## config.mk

```make
export PLATFORM = sky130hd
export DESIGN_NAME = eeg_pea_eng_feed_flat
export DESIGN_NICKNAME = d
export VERILOG_FILES = /design/src/rtl/eeg_pea_eng_feed_if.sv /design/src/rtl/eeg_pea_eng_feed.sv /design/src/flat_wrapper.sv
export SDC_FILE = /design/constraint.sdc
export NUM_CORES = 1
export LEC_CHECK = 0
export ABC_CLOCK_PERIOD_IN_PS = 4690
export BUFFER_PORTS_ARGS = -buffer_cell sky130_fd_sc_hd__buf_4
export CAP_MARGIN = 10
export CORE_MARGIN = 3
export CORE_UTILIZATION = 50
export CTS_CLUSTER_SIZE = 25
export DETAILED_ROUTE_END_ITERATION = 12
export PLACE_DENSITY = 0.7
export SLEW_MARGIN = 20
export SYNTH_ARGS = -nofsm -noshare
export SYNTH_HDL_FRONTEND = slang
export SYNTH_SLANG_ARGS = --single-unit
export TNS_END_PERCENT = 30
```

## constraint.sdc

```tcl
create_clock -name clk -period 4.69 [get_ports clk]
set_clock_uncertainty 0.2 [all_clocks]
set_input_delay 0.2345 -clock clk [delete_from_list [all_inputs] [get_ports clk]]
set_output_delay 0.2345 -clock clk [all_outputs]
set_load 0.1 [all_outputs]
```

## src/rtl/eeg_pea_eng_feed_if.sv

```systemverilog
// Operand-feeder bus bundle: weight load, ARAM read port and PE DIN stream.
// master = feeder side, slave = environment (weight source, ARAM, PE).
interface eeg_pea_eng_feed_if #(
    parameter int ACT_DW      = 8,
    parameter int WEI_DW      = 8,
    parameter int ARAM_ADD_AW = 10,
    parameter int CONV_WEI_DW = 3
);
    logic                   WEI_IN_VLD;
    logic                   WEI_IN_RDY;
    logic [WEI_DW-1:0]      WEI_IN_DAT;
    logic                   ARAM_RD_ENA;
    logic [ARAM_ADD_AW-1:0] ARAM_RD_ADD;
    logic [ACT_DW-1:0]      ARAM_RD_DAT;
    logic                   DIN_VLD;
    logic                   DIN_RDY;
    logic                   ACT_LST;
    logic                   WEI_LST;
    logic [ACT_DW-1:0]      ACT_DAT;
    logic [ARAM_ADD_AW-1:0] ACT_ADD;
    logic [WEI_DW-1:0]      WEI_DAT;
    logic [CONV_WEI_DW-1:0] WEI_IDX;

    modport master (
        input  WEI_IN_VLD, WEI_IN_DAT, ARAM_RD_DAT, DIN_RDY,
        output WEI_IN_RDY, ARAM_RD_ENA, ARAM_RD_ADD, DIN_VLD, ACT_LST, WEI_LST,
               ACT_DAT, ACT_ADD, WEI_DAT, WEI_IDX
    );
    modport slave (
        output WEI_IN_VLD, WEI_IN_DAT, ARAM_RD_DAT, DIN_RDY,
        input  WEI_IN_RDY, ARAM_RD_ENA, ARAM_RD_ADD, DIN_VLD, ACT_LST, WEI_LST,
               ACT_DAT, ACT_ADD, WEI_DAT, WEI_IDX
    );
endinterface

```

## src/rtl/eeg_pea_eng_feed.sv

```systemverilog
// PE operand feeder: loads a weight kernel, walks strided ARAM addresses, emits one beat per tap.
// Optional FEED_PERF_CNT_EN adds saturating busy/stall performance counters.
module eeg_pea_eng_feed #(
    parameter int ACT_DW      = 8,
    parameter int WEI_DW      = 8,
    parameter int ARAM_ADD_AW = 10,
    parameter int CONV_WEI_DW = 3,
    parameter int CONV_RUN_DW = 3
) (
    input  logic                   clk,
    input  logic                   rst_n,
    output logic                   IS_IDLE,
    input  logic                   CFG_START,
    input  logic [ARAM_ADD_AW-1:0] CFG_ACT_STA,
    input  logic [ARAM_ADD_AW-1:0] CFG_ACT_END,
    input  logic [CONV_RUN_DW-1:0] CFG_ACT_STP,
    input  logic [CONV_WEI_DW-1:0] CFG_CONV_WEI,
    output logic                   DONE,
`ifdef FEED_PERF_CNT_EN
    output logic [31:0]            PERF_BUSY_CNT,
    output logic [31:0]            PERF_STALL_CNT,
`endif
    eeg_pea_eng_feed_if.master     bus
);
    localparam int WEI_NW = 2 ** CONV_WEI_DW;
    localparam int PW     = ARAM_ADD_AW + 1;

    localparam logic [1:0] S_IDLE   = 2'd0;
    localparam logic [1:0] S_LOAD   = 2'd1;
    localparam logic [1:0] S_STREAM = 2'd2;

    logic [1:0]             state;
    logic [PW-1:0]          ptr;
    logic [ARAM_ADD_AW-1:0] end_r;
    logic [ARAM_ADD_AW-1:0] rd_add_q;
    logic [CONV_RUN_DW-1:0] stp_r;
    logic [CONV_WEI_DW-1:0] tap_m1;
    logic [CONV_WEI_DW-1:0] wcnt;
    logic [CONV_WEI_DW-1:0] k;
    logic [WEI_DW-1:0]      w [WEI_NW];
    logic [ACT_DW-1:0]      f_dat [2];
    logic [ARAM_ADD_AW-1:0] f_add [2];
    logic                   f_wp, f_rp;
    logic [1:0]             f_cnt;
    logic                   inflight;
    logic                   done_r;

    logic din_vld, tap_lst, head_lst, hs, pop, fin, rd_ena;

    always_comb begin
        din_vld  = (state == S_STREAM) && (f_cnt != 2'd0);
        tap_lst  = (k == tap_m1);
        // Carry into bit ARAM_ADD_AW means the next address is past END.
        head_lst = ({1'b0, f_add[f_rp]} + PW'(stp_r)) > {1'b0, end_r};
        hs       = din_vld && bus.DIN_RDY;
        pop      = hs && tap_lst;
        fin      = pop && head_lst;
        // Reserve a FIFO slot for every read still in the 1-cycle ARAM pipe.
        rd_ena   = (state == S_STREAM) && (ptr <= {1'b0, end_r}) &&
                   ((3'(f_cnt) + 3'(inflight) - 3'(pop)) < 3'd2);
    end

    assign IS_IDLE         = (state == S_IDLE);
    assign DONE            = done_r;
    assign bus.WEI_IN_RDY  = (state == S_LOAD);
    assign bus.ARAM_RD_ENA = rd_ena;
    assign bus.ARAM_RD_ADD = ptr[ARAM_ADD_AW-1:0];
    assign bus.DIN_VLD     = din_vld;
    assign bus.ACT_DAT     = f_dat[f_rp];
    assign bus.ACT_ADD     = f_add[f_rp];
    assign bus.WEI_DAT     = w[k];
    assign bus.WEI_IDX     = k;
    assign bus.WEI_LST     = din_vld && tap_lst;
    assign bus.ACT_LST     = din_vld && head_lst;

    always_ff @(posedge clk) begin
        if (!rst_n) begin
            state    <= S_IDLE;
            ptr      <= '0;
            end_r    <= '0;
            rd_add_q <= '0;
            stp_r    <= '0;
            tap_m1   <= '0;
            wcnt     <= '0;
            k        <= '0;
            f_wp     <= 1'b0;
            f_rp     <= 1'b0;
            f_cnt    <= '0;
            inflight <= 1'b0;
            done_r   <= 1'b0;
            for (int i = 0; i < WEI_NW; i++) w[i] <= '0;
            for (int i = 0; i < 2; i++) begin
                f_dat[i] <= '0;
                f_add[i] <= '0;
            end
        end else begin
            done_r   <= 1'b0;
            inflight <= rd_ena;
            if (rd_ena) begin
                ptr      <= ptr + PW'(stp_r);
                rd_add_q <= ptr[ARAM_ADD_AW-1:0];
            end
            if (inflight) begin
                f_dat[f_wp] <= bus.ARAM_RD_DAT;
                f_add[f_wp] <= rd_add_q;
                f_wp        <= ~f_wp;
            end
            if (pop) f_rp <= ~f_rp;
            f_cnt <= f_cnt + 2'(inflight) - 2'(pop);
            if (hs) k <= tap_lst ? '0 : k + 1'b1;

            case (state)
                S_IDLE: if (CFG_START) begin
                    end_r    <= CFG_ACT_END;
                    stp_r    <= (CFG_ACT_STP == '0) ? CONV_RUN_DW'(1) : CFG_ACT_STP;
                    tap_m1   <= CFG_CONV_WEI;
                    ptr      <= {1'b0, CFG_ACT_STA};
                    wcnt     <= '0;
                    k        <= '0;
                    f_wp     <= 1'b0;
                    f_rp     <= 1'b0;
                    f_cnt    <= '0;
                    if (CFG_ACT_STA > CFG_ACT_END) done_r <= 1'b1;
                    else                           state  <= S_LOAD;
                end
                S_LOAD: if (bus.WEI_IN_VLD) begin
                    w[wcnt] <= bus.WEI_IN_DAT;
                    wcnt    <= wcnt + 1'b1;
                    if (wcnt == tap_m1) state <= S_STREAM;
                end
                S_STREAM: if (fin) begin
                    state  <= S_IDLE;
                    done_r <= 1'b1;
                end
                default: state <= S_IDLE;
            endcase
        end
    end

`ifdef FEED_PERF_CNT_EN
    always_ff @(posedge clk) begin
        if (!rst_n || (IS_IDLE && CFG_START)) begin
            PERF_BUSY_CNT  <= '0;
            PERF_STALL_CNT <= '0;
        end else begin
            if (!IS_IDLE && (PERF_BUSY_CNT != '1))
                PERF_BUSY_CNT <= PERF_BUSY_CNT + 32'd1;
            if (din_vld && !bus.DIN_RDY && (PERF_STALL_CNT != '1))
                PERF_STALL_CNT <= PERF_STALL_CNT + 32'd1;
        end
    end
`endif
endmodule

```

## src/flat_wrapper.sv

```systemverilog
// flat-port wrapper written by rule: the top's interface ports become plain ports
module eeg_pea_eng_feed_flat 
#(
    parameter int ACT_DW      = 8,
    parameter int WEI_DW      = 8,
    parameter int ARAM_ADD_AW = 10,
    parameter int CONV_WEI_DW = 3,
    parameter int CONV_RUN_DW = 3
)
  (clk, rst_n, IS_IDLE, CFG_START, CFG_ACT_STA, CFG_ACT_END, CFG_ACT_STP, CFG_CONV_WEI, DONE, bus_WEI_IN_VLD, bus_WEI_IN_DAT, bus_ARAM_RD_DAT, bus_DIN_RDY, bus_WEI_IN_RDY, bus_ARAM_RD_ENA, bus_ARAM_RD_ADD, bus_DIN_VLD, bus_ACT_LST, bus_WEI_LST, bus_ACT_DAT, bus_ACT_ADD, bus_WEI_DAT, bus_WEI_IDX);
  eeg_pea_eng_feed_if #(.ACT_DW(ACT_DW), .WEI_DW(WEI_DW), .ARAM_ADD_AW(ARAM_ADD_AW), .CONV_WEI_DW(CONV_WEI_DW)) bus_i ();
  input  logic clk;
  input  logic rst_n;
  output logic IS_IDLE;
  input  logic CFG_START;
  input  logic [ARAM_ADD_AW-1:0] CFG_ACT_STA;
  input  logic [ARAM_ADD_AW-1:0] CFG_ACT_END;
  input  logic [CONV_RUN_DW-1:0] CFG_ACT_STP;
  input  logic [CONV_WEI_DW-1:0] CFG_CONV_WEI;
  output logic DONE;
  input wire logic [$bits(bus_i.WEI_IN_VLD)-1:0] bus_WEI_IN_VLD;
  input wire logic [$bits(bus_i.WEI_IN_DAT)-1:0] bus_WEI_IN_DAT;
  input wire logic [$bits(bus_i.ARAM_RD_DAT)-1:0] bus_ARAM_RD_DAT;
  input wire logic [$bits(bus_i.DIN_RDY)-1:0] bus_DIN_RDY;
  output wire logic [$bits(bus_i.WEI_IN_RDY)-1:0] bus_WEI_IN_RDY;
  output wire logic [$bits(bus_i.ARAM_RD_ENA)-1:0] bus_ARAM_RD_ENA;
  output wire logic [$bits(bus_i.ARAM_RD_ADD)-1:0] bus_ARAM_RD_ADD;
  output wire logic [$bits(bus_i.DIN_VLD)-1:0] bus_DIN_VLD;
  output wire logic [$bits(bus_i.ACT_LST)-1:0] bus_ACT_LST;
  output wire logic [$bits(bus_i.WEI_LST)-1:0] bus_WEI_LST;
  output wire logic [$bits(bus_i.ACT_DAT)-1:0] bus_ACT_DAT;
  output wire logic [$bits(bus_i.ACT_ADD)-1:0] bus_ACT_ADD;
  output wire logic [$bits(bus_i.WEI_DAT)-1:0] bus_WEI_DAT;
  output wire logic [$bits(bus_i.WEI_IDX)-1:0] bus_WEI_IDX;
  assign bus_i.WEI_IN_VLD = bus_WEI_IN_VLD;
  assign bus_i.WEI_IN_DAT = bus_WEI_IN_DAT;
  assign bus_i.ARAM_RD_DAT = bus_ARAM_RD_DAT;
  assign bus_i.DIN_RDY = bus_DIN_RDY;
  assign bus_WEI_IN_RDY = bus_i.WEI_IN_RDY;
  assign bus_ARAM_RD_ENA = bus_i.ARAM_RD_ENA;
  assign bus_ARAM_RD_ADD = bus_i.ARAM_RD_ADD;
  assign bus_DIN_VLD = bus_i.DIN_VLD;
  assign bus_ACT_LST = bus_i.ACT_LST;
  assign bus_WEI_LST = bus_i.WEI_LST;
  assign bus_ACT_DAT = bus_i.ACT_DAT;
  assign bus_ACT_ADD = bus_i.ACT_ADD;
  assign bus_WEI_DAT = bus_i.WEI_DAT;
  assign bus_WEI_IDX = bus_i.WEI_IDX;
  eeg_pea_eng_feed #(.ACT_DW(ACT_DW), .WEI_DW(WEI_DW), .ARAM_ADD_AW(ARAM_ADD_AW), .CONV_WEI_DW(CONV_WEI_DW), .CONV_RUN_DW(CONV_RUN_DW)) u_core (.clk(clk), .rst_n(rst_n), .IS_IDLE(IS_IDLE), .CFG_START(CFG_START), .CFG_ACT_STA(CFG_ACT_STA), .CFG_ACT_END(CFG_ACT_END), .CFG_ACT_STP(CFG_ACT_STP), .CFG_CONV_WEI(CFG_CONV_WEI), .DONE(DONE), .bus(bus_i));
endmodule
```

# Yosys cells after proc, flatten, opt, wreduce, memory -nomap -nowiden
# Memory sizes are Yosys's and may differ from the RTL's. A register that Yosys moved wholly into a read port is not among the register bits.
# Index checks and enable logic that the tools add are counted.
op_classes:
  addsub: 8
  order_cmp: 4
  eq_ne: 9
  mux: 49
  n_bitwise: 2
  reduce_logical: 18
op_table:
  columns: ["cell", "n"]
  rows:
  - ["2-to-1 mux 11 bit", 3]
  - ["2-to-1 mux 3 bit", 9]
  - ["2-to-1 mux 1 bit", 24]
  - ["2-to-1 mux 8 bit", 2]
  - ["OR reduction 8 bit", 2]
  - ["2-to-1 mux 2 bit", 7]
  - ["adder 10 x 3 -> 11 bit", 1]
  - ["adder 11 x 3 -> 11 bit", 1]
  - ["greater-than comparator 11 x 10 -> 1 bit", 1]
  - ["<= comparator 11 x 10 -> 1 bit", 1]
  - ["greater-than comparator 10 bit", 1]
  - ["2-to-1 mux 10 bit", 1]
  - ["OR reduction 10 bit", 1]
  - ["logical AND 1 bit", 8]
  - ["adder 3 x 1 -> 3 bit (second input constant)", 2]
  - ["equality test 3 bit", 2]
  - ["!= test 2 x 1 -> 1 bit (second input constant)", 3]
  - ["case mux 2 bit (3 select lines)", 1]
  - ["case mux 3 bit (2 select lines)", 1]
  - ["AND reduction 5 bit", 1]
  - ["!= test 2 bit (second input constant)", 2]
  - ["nonzero test 2 bit", 2]
  - ["adder 2 x 1 -> 3 bit", 1]
  - ["zero test 3 bit", 1]
  - ["other kinds (11)", 12]
word_totals:
  regBits: 51
  ramBits: 100
  out_inout_bits: 46
  mem_count: 3
mem_list:
  columns: ["name", "words", "word_bits", "read_ports", "rd_ports_with_merged_regs", "wr", "line", "source"]
  rows:
  - ["u_core.w", 8, 8, 1, 1, 8, "eeg_pea_eng_feed.sv:40", "logic [WEI_DW-1:0] w [WEI_NW];"]
  - ["u_core.f_add", 2, 10, 1, 1, 2, "eeg_pea_eng_feed.sv:42", "logic [ARAM_ADD_AW-1:0] f_add [2];"]
  - ["u_core.f_dat", 2, 8, 1, 1, 2, "eeg_pea_eng_feed.sv:41", "logic [ACT_DW-1:0] f_dat [2];"]

# Logic depth before layout (Yosys ltp)
depth:
  depth_word: 10
  ltp_mapped: 18
  ltp_nobuf: 14

# Worst setup path before layout
# Ideal clock, no wire load.
synth_timing:
  path_kind: "reg-to-reg"
  from: "register u_core.state[1]"
  to: "register u_core.rd_add_q[5]"
  setup_time_ns: 0.070
  arrival_ns: 4.807
  t_required_ns: 4.420
  slack_ns: -0.387
  path_stages_with_launch: 18
  n_path_buf: 3
  synth_period_minus_slack_ns: 5.077
  cell_sequence: "dfxtp_1 -> nor2b_1 -> a21boi_1 -> and3_1 -> buf_2 -> ha_1 -> inv_1 -> ha_1 -> fa_1 -> nor2_1 -> nand3_1 -> a21oi_4 -> nand2_2 -> buf_6 -> inv_2 -> buf_2 -> nand2_1 -> a21oi_1"
synth_between:
  elab_chain_len: 7
  word_cells_on_any_way: 8
synth_rtl:
  columns: ["item", "line", "source"]
  rows:
  - ["start, declared", "eeg_pea_eng_feed.sv:32", "logic [1:0] state;"]
  - ["start signal, assigned", "eeg_pea_eng_feed.sv:78", "state <= S_IDLE;"]
  - ["start signal, assigned", "eeg_pea_eng_feed.sv:124", "else state <= S_LOAD;"]
  - ["start signal, assigned", "eeg_pea_eng_feed.sv:129", "if (wcnt == tap_m1) state <= S_STREAM;"]
  - ["equality test 2 bit", "eeg_pea_eng_feed.sv:51", "din_vld = (state == S_STREAM) && (f_cnt != 2'd0);"]
  - ["logical AND 1 bit", "eeg_pea_eng_feed.sv:51", null]
  - ["via bus_DIN_VLD", "flat_wrapper.sv:28", "output wire logic [$bits(bus_i.DIN_VLD)-1:0] bus_DIN_VLD;"]
  - ["logical AND 1 bit", "eeg_pea_eng_feed.sv:55", "hs = din_vld && bus.DIN_RDY;"]
  - ["logical AND 1 bit", "eeg_pea_eng_feed.sv:56", "pop = hs && tap_lst;"]
  - ["subtractor 3 x 1 -> 3 bit", "eeg_pea_eng_feed.sv:60", "((3'(f_cnt) + 3'(inflight) - 3'(pop)) < 3'd2);"]
  - ["< comparator 3 x 2 -> 1 bit", "eeg_pea_eng_feed.sv:60", null]
  - ["logical AND 1 bit", "eeg_pea_eng_feed.sv:59", "rd_ena = (state == S_STREAM) && (ptr <= {1'b0, end_r}) &&"]
  - ["via bus_ARAM_RD_ENA", "flat_wrapper.sv:26", "output wire logic [$bits(bus_i.ARAM_RD_ENA)-1:0] bus_ARAM_RD_ENA;"]
  - ["end signal, assigned", "eeg_pea_eng_feed.sv:101", "rd_add_q <= ptr[ARAM_ADD_AW-1:0];"]
  - ["end, declared", "eeg_pea_eng_feed.sv:35", "logic [ARAM_ADD_AW-1:0] rd_add_q;"]
# The timed path passes the listed nets, and every way through them passes these cells.
# A chain may end at the register's enable or synchronous reset.

==> flow_summary_export.csv <==
group,metric,value,unit
status,status,"completed",
timing,period_needed,4450,ps
global_routing,grt_pass1_wl,29.2,mm
critical_path,crit_type,"reg2out",
power,vdd_ir_drop_max,0.288,mV
yosys,synth.most_common_cell,"and2_1",
yosys,postSynth.asyncResetShare,0,%
power,power,3.58,mW
cells_and_area,diodes,0,
yosys,synth_area_leaders,"edfxtp_1 39%, dfxtp_1 13%, and2_1 8.4%",
critical_path,critPathRequiredTime,4260,ps
routing,routed_wl,18.4,mm
clock_network,cts_root_buf,"clkbuf_16",
floorplan,die_x,131,um
yosys,synth_edf_count,100,
yosys,synthCells,697,
floorplan,start_util,52.3,%
yosys,ys_warn_count,0,
yosys,ys.flop_type,"edfxtp_1",
yosys,synth-seq-cells,152,
cells_and_area,fin_nets,919,
critical_path,cp_max_fo,11,
critical_path,crit_buf_inv,1,
global_routing,grt_pass1_vias,5580,
yosys,synth.cell_area,7780,um^2
critical_path,critPathSlowestCell,"dfxtp_2",
floorplan,num_io_pins,93,
clock_network,clockBufferDepth,2,
cells_and_area,areaGrowthSynthToFinish,24.0,%
critical_path,cp_cell_sequence,"mux2_2, ha_1, fa_1, a21oi_1, nor3_1, nand3_1, xnor2_1, ha_1, a2111oi_0, a31oi_1, o21a_1, buf_4",
yosys,synthesis.nets,787,
global_routing,grt_max_degree,35,
yosys,post_synth.cell_area_avg,11.2,um^2
clock_network,post_cts_buffers,0,
clock_network,cts.clk_slew.worst_paths,60,ps
timing,tightest_slew,935,ps
routing,num_vias,5654,
routing,drt_iter0_drc,390,
clock_network,cts-htree-levels,4,
timing,hold_viol,0,
yosys,ys_seq_area_share,52.0,%
timing,slew_violations,0,
placement,dp.cells,952,
floorplan,dieArea,17100,um^2
yosys,synthTopCellsByCount,"104 x and2_1, 100 x edfxtp_1, 70 x nand2_1",
cells_and_area,regArea,4050,um^2
timing,setup_violations,0,
clock_network,cts_buffers,17,
placement,gp_congestion,0.903,
timing,period_share,94.9,%
critical_path,critPathMaxStageDelay,470,ps
placement,port-buffer-count,92,
hold_path,hp-class,"in2reg",
cells_and_area,final-instance-count-excl-fill,1026,
clock_network,cts.sink_count,152,
critical_path,cp.arrival,4020,ps
floorplan,fp.coreArea,14900,um^2
floorplan,num_rows,44,
cells_and_area,nFillCells,1158,
critical_path,cp-end-kind,"primary output",
clock_network,worstSkewPairLatency,430,ps
flow_run,cap_violations,0,
global_routing,grtUsageTotal,22.6,%
placement,dpl.hpwl,13.2,mm
timing,slew_headroom,37.7,%
yosys,synth_cell_types,58,
yosys,synth_largest_area_cell,"edfxtp_1",
critical_path,worst_setup_path_start_kind,"register",
timing,rsz0062_at_grt,"no",
routing,drtPass1Iterations,5,
global_routing,antenna_found_initial,0,
floorplan,die_y,131,um
routing,wire_per_inst,17.9,um
cells_and_area,multi_input_area,3420,um^2
cells_and_area,drive_above_1_share,21.9,%
critical_path,crit_top_cell,"ha_1",
clock_network,cts_tree,"yes",
timing,clock.fmax,0.225,GHz
critical_path,crit_family,"compound AO/OA/AOI/OAI gates",
routing,routed_via_density,5.51,
routing,antenna_left,0,
power,power_density,371,nW/um^2
timing,hold_slack,28.6,ps
global_routing,overflow,0,
cells_and_area,post-route-util,64.9,%
power,power.leakage,3.94,nW
routing,drc_errors,0,
yosys,netlist.area_leader.share,38.6,%
==> worst paths after layout <==
check	to	slack, ps	startpoint	cells after the start
hold reg to reg	u_core.end_r[2]$_SDFFE_PN0P_	260	u_core.end_r[2]$_SDFFE_PN0P_	2
setup reg to reg	u_core.ptr[8]$_SDFF_PN0_	780	u_core.state[1]$_SDFFE_PN0P_	13
hold / removal	u_core.ptr[6]$_SDFF_PN0_	30	rst_n	3
setup / recovery	bus_ACT_LST	240	register	12
==> cell families after synthesis <==
family	Yosys count	synth area share (%)
AOI/OAI and AO/OA	101	7.98
muxes	41	8.18
adders and majority gates	43	7.20
DFF	152	52.0
and+or+nand+nor	264	17.9
buffers and inverters	73	4.18
xor gates and xnor gates	23	2.59
==> state kept, by name (all words and copies together), names as in the netlist, 10 cells and up, named ones only <==
register	count
u_core.w	64
u_core.f_add	20
u_core.f_dat	16
u_core.ptr	11
u_core.end_r	10
u_core.rd_add_q	10
==> routing by layer <==
layer,vias up,global-route usage [%],share of wire (%)
met5,-,0,0
li1,2729,-,-
met2,195,34.3,46
met3,31,4.72,5.3
met4,0,7.44,2.0
met1,2699,32.7,47
==> power breakdown <==
group | internal, mW | switching [mW]
Clock | 0.829 | 0.533
Sequential | 1.49 | 0.0528
Combinational | 0.215 | 0.458
==> what timing repair did <==
item | in CTS | in global routing
hold endpoints to repair | 105 | 0
endpoints found under the setup margin | 0 | 2
hold buffers | 42 | 0
gates resized for setup | 0 | 3
==> metrics by stage <==
stage	instance area (um^2)	setup TNS, ps	setup WS (ps)
CTS	9640	0	75.0
global route	9650	0	28.0
floorplan	7780	-28.6	-28.6
global placement	8630	0	675
finish	9650	0	238
detailed placement	8630	0	559
==> cells in the final DEF (no fill, tap or decap), types with 21 or more instances in the layout <==
cell type      netlist  layout
a21oi_1             43      43
and2_1             104     104
buf_4               10     107
dfxtp_1             52      51
dlygate4sd3_1        0      42
edfxtp_1           100     100
ha_1                40      40
inv_1               35      35
mux2_2              21      21
nand2_1             70      70
nor2_1              31      30
o21ai_0             21      21
==> cell type report <==
type                       count  share of cell area (%)
clock inverter                14                    1.63
inverter                      37                    1.47
tap                          184                    2.39
sequential                   152                    41.9
clock buffer                  18                    4.45
multi-input combinational    472                    35.5
timing repair buffer         149                    12.7
==> worst reg2reg max path, cell delays in order (launching register included) <==
cell	delay (ps)
dfxtp_1	410
nor2b_1	260
a21boi_2	270
and3_1	270
ha_1	250
inv_1	50
ha_1	160
fa_1	430
nor2_1	110
nand3_1	140
a21oi_4	220
nand2_2	290
or4_1	590
a31oi_1	180
No activity file was read; power rests on OpenSTA's default activity.
